<file path="src/rtl/display_pkg.sv">
// Shared encodings for the register display: FSM states, input lanes and the hex glyph table.
package display_pkg;

  typedef enum logic [1:0] {
    S_MANUAL = 2'd0,
    S_AUTO   = 2'd1,
    S_HOLD   = 2'd2
  } state_e;

  // Conditioned inputs share one lane width; single-bit inputs ride zero-extended.
  localparam int NUM_IN    = 3;
  localparam int IN_W      = 3;
  localparam int LANE_SW   = 0;
  localparam int LANE_AUTO = 1;
  localparam int LANE_HOLD = 2;

  // Active-high glyphs, bit order {g,f,e,d,c,b,a}; b and d are lowercase.
  localparam logic [6:0] HEX_GLYPH [0:15] = '{
    7'h3F, 7'h06, 7'h5B, 7'h4F, 7'h66, 7'h6D, 7'h7D, 7'h07,
    7'h7F, 7'h6F, 7'h77, 7'h7C, 7'h39, 7'h5E, 7'h79, 7'h71
  };

endpackage

</file>
<file path="src/rtl/hex_to_seven_seg.sv">
// One hex nibble to an active-high seven-segment glyph; purely combinational.
module hex_to_seven_seg
  import display_pkg::*;
(
  input  logic [3:0] nibble,
  output logic [6:0] glyph
);
  assign glyph = HEX_GLYPH[nibble];
endmodule

</file>
<file path="src/rtl/reg_display_scanner.sv">
// Register-file viewer: shows one of r1..r8 as four hex digits, selected manually,
// by timed auto-scan, or frozen by a hold toggle.
module reg_display_scanner
  import display_pkg::*;
#(
  parameter int DEBOUNCE_CYCLES = 500000,
  parameter int DWELL_CYCLES    = 50000000,
  parameter bit SEG_ACTIVE_LOW  = 1'b1
) (
  input  logic         clk,
  input  logic         rst,
  input  logic [2:0]   sw,
  input  logic         auto_en,
  input  logic         hold_btn,
  input  logic [127:0] regs_in,
  output logic [6:0]   seg0,
  output logic [6:0]   seg1,
  output logic [6:0]   seg2,
  output logic [6:0]   seg3,
  output logic [2:0]   sel_idx,
  output logic         holding
);
  localparam int DB_W = $clog2(DEBOUNCE_CYCLES);
  localparam int DW_W = $clog2(DWELL_CYCLES);
  localparam logic [DB_W-1:0] DB_LAST = DB_W'(DEBOUNCE_CYCLES - 1);
  localparam logic [DW_W-1:0] DW_LAST = DW_W'(DWELL_CYCLES - 1);
  // Blank pattern and polarity mask coincide: all ones when segments are active-low.
  localparam logic [6:0] SEG_POL = {7{SEG_ACTIVE_LOW}};

  logic [NUM_IN-1:0][IN_W-1:0] raw, db;
  assign raw = {{(IN_W-1)'(0), hold_btn}, {(IN_W-1)'(0), auto_en}, sw};

  for (genvar i = 0; i < NUM_IN; i++) begin : g_db
    logic [IN_W-1:0] s1, s2, s_prev, val;
    logic [DB_W-1:0] cnt;
    always_ff @(posedge clk or negedge rst) begin
      if (!rst) begin
        s1     <= '0;
        s2     <= '0;
        s_prev <= '0;
        val    <= '0;
        cnt    <= '0;
      end else begin
        s1     <= raw[i];
        s2     <= s1;
        s_prev <= s2;
        if (s2 != s_prev)       cnt <= '0;
        else if (cnt == DB_LAST) val <= s2;
        else                     cnt <= cnt + DB_W'(1);
      end
    end
    assign db[i] = val;
  end

  logic [2:0] sw_db;
  logic       auto_db, hold_db, hold_q, hold_press;
  assign sw_db      = db[LANE_SW];
  assign auto_db    = |db[LANE_AUTO];
  assign hold_db    = |db[LANE_HOLD];
  assign hold_press = hold_db & ~hold_q;

  state_e          state, state_nx;
  logic [2:0]      sel_nx;
  logic [DW_W-1:0] dwell, dwell_nx;

  // hold_press outranks every other transition, including an auto-scan wrap.
  always_comb begin
    state_nx = state;
    sel_nx   = sel_idx;
    dwell_nx = dwell;
    if (hold_press) begin
      state_nx = (state == S_HOLD) ? (auto_db ? S_AUTO : S_MANUAL) : S_HOLD;
    end else begin
      case (state)
        S_MANUAL: begin
          if (auto_db) begin
            state_nx = S_AUTO;
            dwell_nx = '0;
          end else begin
            sel_nx = sw_db;
          end
        end
        S_AUTO: begin
          if (!auto_db) begin
            state_nx = S_MANUAL;
          end else if (dwell == DW_LAST) begin
            dwell_nx = '0;
            sel_nx   = sel_idx + 3'd1;
          end else begin
            dwell_nx = dwell + DW_W'(1);
          end
        end
        default: ;
      endcase
    end
  end

  logic [15:0]     shown;
  logic [3:0][6:0] glyph, seg_q;

  always_ff @(posedge clk or negedge rst) begin
    if (!rst) begin
      state   <= S_MANUAL;
      sel_idx <= '0;
      dwell   <= '0;
      hold_q  <= 1'b0;
      shown   <= '0;
      seg_q   <= {4{SEG_POL}};
    end else begin
      state   <= state_nx;
      sel_idx <= sel_nx;
      dwell   <= dwell_nx;
      hold_q  <= hold_db;
      // The first S_HOLD cycle keeps whatever the prior state loaded last.
      if (state != S_HOLD) shown <= regs_in[{sel_idx, 4'b0000} +: 16];
      seg_q   <= glyph ^ {4{SEG_POL}};
    end
  end

  hex_to_seven_seg u_hex [3:0] (
    .nibble(shown),
    .glyph (glyph)
  );

  assign seg0    = seg_q[0];
  assign seg1    = seg_q[1];
  assign seg2    = seg_q[2];
  assign seg3    = seg_q[3];
  assign holding = (state == S_HOLD);

endmodule
</file>
<file path="config.mk">
export PLATFORM = sky130hd
export DESIGN_NAME = reg_display_scanner
export DESIGN_NICKNAME = d
export VERILOG_FILES = /design/src/rtl/display_pkg.sv /design/src/rtl/hex_to_seven_seg.sv /design/src/rtl/reg_display_scanner.sv
export SDC_FILE = /design/constraint.sdc
export NUM_CORES = 1
export LEC_CHECK = 0
export BUFFER_PORTS_ARGS = -buffer_cell sky130_fd_sc_hd__buf_2
export CAP_MARGIN = 20
export CELL_PAD_IN_SITES_DETAIL_PLACEMENT = 2
export CELL_PAD_IN_SITES_GLOBAL_PLACEMENT = 2
export CORE_ASPECT_RATIO = 0.7
export CORE_MARGIN = 2
export CORE_UTILIZATION = 36
export DETAILED_ROUTE_END_ITERATION = 8
export GPL_TIMING_DRIVEN = 0
export MAX_ROUTING_LAYER = met4
export PLACE_DENSITY = 0.82
export SLEW_MARGIN = 0
export SYNTH_ARGS = -nofsm -noshare
export SYNTH_HDL_FRONTEND = slang
export SYNTH_SLANG_ARGS = --single-unit
</file>
<file path="constraint.sdc">
create_clock -name clk -period 2.1 [get_ports clk]
set_input_delay 0.21 -clock clk [delete_from_list [all_inputs] [get_ports clk]]
set_output_delay 0.21 -clock clk [all_outputs]
set_load 0.02 [all_outputs]
</file>
**Word level (Yosys, flattened, before mapping)**

Memories as Yosys holds them, arrays and structs flattened.
Cells that the tools add are included.

- Register bits: 153
- Bits in latches: 0
- RAM bits: 0
- ROM bits: 448
- Output and inout port bits: 32
- Memories kept: 4

- Add/sub/neg operators: 5
- $mul: 0
- Div/mod/pow operators: 0
- Magnitude comparators: 4
- Equal/unequal tests: 19
- Shift-type cells: 1
- Multiplexer cells: 28
- Bitwise gates (word level): 11
- Reduce and logical (&&, ||, !) cells: 9

Memories:

| name | depth | bits a word | rd ports | clocked after memory_dff | wr ports | RTL line | source |
|---|---|---|---|---|---|---|---|
| (name not given) | 16 | 7 | 1 | 0 | 0 | hex_to_seven_seg.sv:8 | `assign glyph = HEX_GLYPH[nibble];` |
| (name not given) | 16 | 7 | 1 | 0 | 0 | hex_to_seven_seg.sv:8 |  |
| (name not given) | 16 | 7 | 1 | 0 | 0 | hex_to_seven_seg.sv:8 |  |
| (name not given) | 16 | 7 | 1 | 0 | 0 | hex_to_seven_seg.sv:8 |  |

Operator list:

| operator | number |
|---|---|
| $shiftx 128x8->16 | 1 |
| $mux 19 | 6 |
| $mux 26 | 3 |
| $add 19x1->19 const B | 3 |
| $eq 19x19->1 const B | 3 |
| $mux 7 | 8 |
| $pmux 26 s2 | 1 |
| $not 28->28 | 1 |
| $add 26x1->26 const B | 1 |
| $eq 26x26->1 const B | 1 |
| $ge 5x5->1 const B | 4 |
| $not 4->5 | 4 |
| $ne 2x2->1 const B | 8 |
| $mux 3 | 3 |
| $mux 2 | 4 |
| $ne 3x3->1 const B | 2 |
| $pmux 3 s2 | 1 |
| $reduce_and 2->1 | 3 |
| $not 1->1 | 5 |
| $reduce_and 5->1 | 1 |
| $pmux 2 s2 | 1 |
| $reduce_and 4->1 | 1 |
| $add 3x1->3 const B | 1 |
| $ne 3x3->1 | 1 |
| other kinds (9) | 10 |

**Depth between registers and ports, before layout**

- Depth in word-level cells: 5
- Gate-level depth with buffers: 7
- Mapped depth without buffers: 6

**By module**

From an unflattened synthesis, not the netlist that was laid out.

- Cell total of the unflattened synthesis: 811
- Area, all modules: 8,632.0 um^2

Modules (own cells, without submodules):

| module | instances | cells each | area an instance (um^2) | sequential area each (um^2) |
|---|---|---|---|---|
| reg_display_scanner | 1 | 679 | 7,478.4 | 3,863.7 |
| hex_to_seven_seg at u_hex[0] ... | 3 | 33 | 287.8 | 0.0 |
| hex_to_seven_seg at u_hex[2] | 1 | 33 | 290.3 | 0.0 |

**Worst setup path before layout**

No wires, ideal clock.

- Path kind: register to register
- Start point: register sel_idx[0]
- End point: register shown[14]
- Library setup time: 0.136 ns
- Arrival: 1.736 ns
- Required time: 1.964 ns
- Setup slack: 0.228 ns
- Cell stages (with the launch flop): 6
- Path buffers: 2
- Path through: dfrtp_1 > buf_2 > buf_2 > mux4_2 > mux2i_1 > o21ai_0

- Word-level cells in the longest chain between the ends: 1

Ends and longest elaborated chain:

| element | RTL line | source |
|---|---|---|
| start, declared | reg_display_scanner.sv:20 | `output logic [2:0] sel_idx,` |
| start signal, assigned | reg_display_scanner.sv:111 | `sel_idx <= sel_nx;` |
| $shiftx 128x8->16 | reg_display_scanner.sv:115 | `if (state != S_HOLD) shown <= regs_in[{sel_idx, 4'b0000} +: 16];` |
| end signal, assigned | reg_display_scanner.sv:115 |  |
| end, declared | reg_display_scanner.sv:98 | `logic [15:0] shown;` |

No other way between the ends.
A chain may end at the register's enable or synchronous reset.

**Final worst setup path**

- Start point: register dwell[16]
- End point: register sel_idx[1]

- Word-level cells in the longest chain between the ends: 3

Ends and longest elaborated chain:

| element | RTL line | source |
|---|---|---|
| start, declared | reg_display_scanner.sv:64 | `logic [DW_W-1:0] dwell, dwell_nx;` |
| start signal, assigned | reg_display_scanner.sv:112 | `dwell <= dwell_nx;` |
| $eq 26x26->1 | reg_display_scanner.sv:86 | `end else if (dwell == DW_LAST) begin` |
| $ne 2x2->1 (no source line) | n/a |  |
| $reduce_and 5->1 (no source line) | n/a |  |

No other way between the ends.

==> flow_summary.ini <==
[timing]
setup_viol = 0
whs_ns = 0.245
tightest_slew_ns = 0.774
clock.fmax_mhz = 489
finalCriticalPeriod_ns = 2.05
slew_violations = 0
slew_headroom = 0.482
hold_violations = 0
finalClockSkew_ns = 0.0107
finalCritPeriodShare = 0.974

[clock_network]
cts_tree = done
clk_pin_slew_ns = 0.07
clock_sinks = 153
clkLatencyLatePin_ns = 0.43
cts_buffer_depth = 2
cts_buffers = 17
htreeDepth = 4
cts_root_buf = clkbuf_16

[global_routing]
antenna_found_initial = 2
grt.overflow.total = 0
grtUsageTotal = 0.246
busiest_layer = met2
grt_pass1_wl_mm = 44.8
use_met3 = 0.0560
grt_max_degree = 118
use_met1 = 0.317
grtUsageMet2 = 0.396
grt_pass1_vias = 7803

[yosys]
ys_seq_elements = 153
yosysTopAreaCell = dfrtp_1
synthArstFlopShare = 1.00
synth_top_flop_cell = dfrtp_1
yosys_warnings = 0
yosysSeqAreaShare = 0.462
synth.top_cell.area_share = 0.374
synth_nets = 932
yosys-top-cells-area = dfrtp_1 (37%), mux4_2 (9.7%), dfstp_2 (8.8%), xor2_1 (5.1%), nor2_1 (4.3%)
syn_avg_cell_area_um2 = 10.8
synth_edf_count = 0
syn_inst = 772
synth_cell_types = 61
mappedNetlistArea_um2 = 8370

[placement]
port-buffer-count = 166
gp_congestion = 0.817
hpwl_mm = 20.8
dp_cells = 1251

[drt]
drc_errors = 0
drt_iter0_drc = 401
avgRoutedWirePerCell_um = 21.8
final_antenna_net_count = 0
routed_wirelength_mm = 28.4
vias = 7050
viasPerCell = 5.42
drt-pass1-iter-count = 4

[cells_and_area]
multi_input_area_um2 = 4320
layout.nets = 1133
final_cell_count_no_fill = 1300
fillers = 2402
drive_gt1_frac = 0.329
layout_commonest_cell = buf_2
final_cell_mix = buf_2 (170), dfrtp_1 (123), nor2_1 (96), nand2_1 (56), xor2_1 (49)
syn_to_final_growth_pct = 24.6
seq_area_um2 = 3870
fin_util = 0.459

[worst_setup_path]
r2r-start = dwell[16]$_DFFE_PN0P_
slowest_delay_ns = 0.55
required_ns = 2.41
cp_max_fo = 5
cpLargestDelayFamily = simple AND/OR/NAND/NOR gates
crit_cells = 5
endpoint_kind = flop
cp_slowest_cell = or4b_4
crit_arrival_ns = 2.36
worstSetupPathType = reg -> reg
cp_cell_sequence = or4b_4 > nor4_4 > and4_4 > inv_1 > o221a_1
reg2reg_slack_ns = 0.05
cp_num_buf_inv = 1
startpoint = dwell[16]$_DFFE_PN0P_
crit_path_start_kind = flop
r2r_cells = 5

[pwr]
p_comb_frac = 0.100
clkPwrFrac = 0.443
p_int_mw = 5.05
p_seq_frac = 0.456
switchingPower_mw = 1.86
leakagePower_nw = 4.60
powerDensity_nw_per_um2 = 662
swShare = 0.269
irDropWorstVdd_v = 0.000574

[die]
start_util = 0.368
die_area_um2 = 24500
die_h_um = 132
rows = 46
dieWidth_um = 186
num_io_pins = 167
fp.coreArea_um2 = 22700

[run]
drv_cap = 0

[run_status]
outcome = complete, no violations

[worst_hold_path]
hp-class = in -> async
[cells in the mapped netlist, types with 9 or more instances]
library cell,count
a21oi_1,18
inv_1,25
nand2_1,56
dfrtp_1,125
mux2i_1,31
xnor2_1,17
mux4_2,36
nand4_1,25
dfstp_2,28
nor2_1,96
buf_2,9
nor2b_1,10
nand3_1,38
xor2_1,49
clkbuf_1,17
o21ai_0,34
nand2b_1,10
nor3_1,15
ha_1,25
[sequential cells by signal (all words and copies together) (netlist names)]
register,cells
dwell,26
seg3,7
shown,16
state,2
g_db.val,5
seg1,7
seg2,7
g_db.s1,5
g_db.s2,5
g_db.s_prev,5
hold_q,1
seg0,7
g_db.cnt,57
sel_idx,3
[cell type report]
cell class	instances	area share
multi-input combinational	561	0.414
sequential	153	0.371
timing repair buffer	182	0.0955
clock buffer	17	0.0408
tap	312	0.0374
buffer	33	0.0172
clock inverter	15	0.0149
inverter	25	0.00900
antenna	2	0.000480
[per-layer routing]
layer / routed length, um / part of all wire
met5: 0 / 0
met4: 321 / 0.011
met3: 1140 / 0.040
met2: 14200 / 0.50
met1: 12700 / 0.45
[power groups by stage]
stage	sequential, mW	clock, mW	combinational, mW
final	3.15	3.06	0.694
after global routing	3.17	3.26	0.756
after CTS	3.15	3.14	0.696
after detailed placement	3.20	0	0.675
after global placement	3.19	0	0.632
after floorplan	3.25	0	0.260
[worst paths after layout]
| path | endpoint |
|---|---|
| worst min register to register | g_db[0].s2[0]$_DFF_PN0_ |
| worst min-delay path | g_db[0].cnt[4]$_DFFE_PN0N_ |
| max in group asynchronous | dwell[1]$_DFFE_PN0P_ |
| min in group clk | shown[5]$_DFFE_PN0N_ |
| worst max register to register | sel_idx[1]$_DFFE_PN0P_ |
| worst max-delay path | sel_idx[1]$_DFFE_PN0P_ |
[kinds of logic after synthesis]
kind of cell             after synthesis  share of synthesized area
AND/OR/NAND/NOR                      307                      0.193
flip-flops                           153                      0.462
AO/OA/AOI/OAI                         91                     0.0691
multiplexers                          72                      0.141
XOR/XNOR                              66                     0.0691
buffers and inverters                 58                     0.0287
adder cells (fa/ha/maj)               25                     0.0374
[what timing repair did]
item,4_1_cts,5_1_grt
hold buffers,6,0
buffers inserted,2,7
pin swaps,1,6
hold endpoints to repair,41,0
endpoints found under the setup margin,43,37
gates resized for setup,15,14
[per-stage QoR]
stage | total power, mW | worst slack, ns | setup TNS (ns) | cell area, um2
final | 6.91 | 0.0549 | 0 | 10400
after global routing | 7.18 | -0.0150 | -0.0249 | 10400
after CTS | 6.99 | 0.0157 | 0 | 10300
after detailed placement | 3.88 | -0.330 | -4.05 | 9630
after global placement | 3.82 | -1.60 | -218.75 | 9590
after floorplan | 3.51 | 0.228 | 0 | 8370
Note: power is estimated with default switching activity, not from simulation.
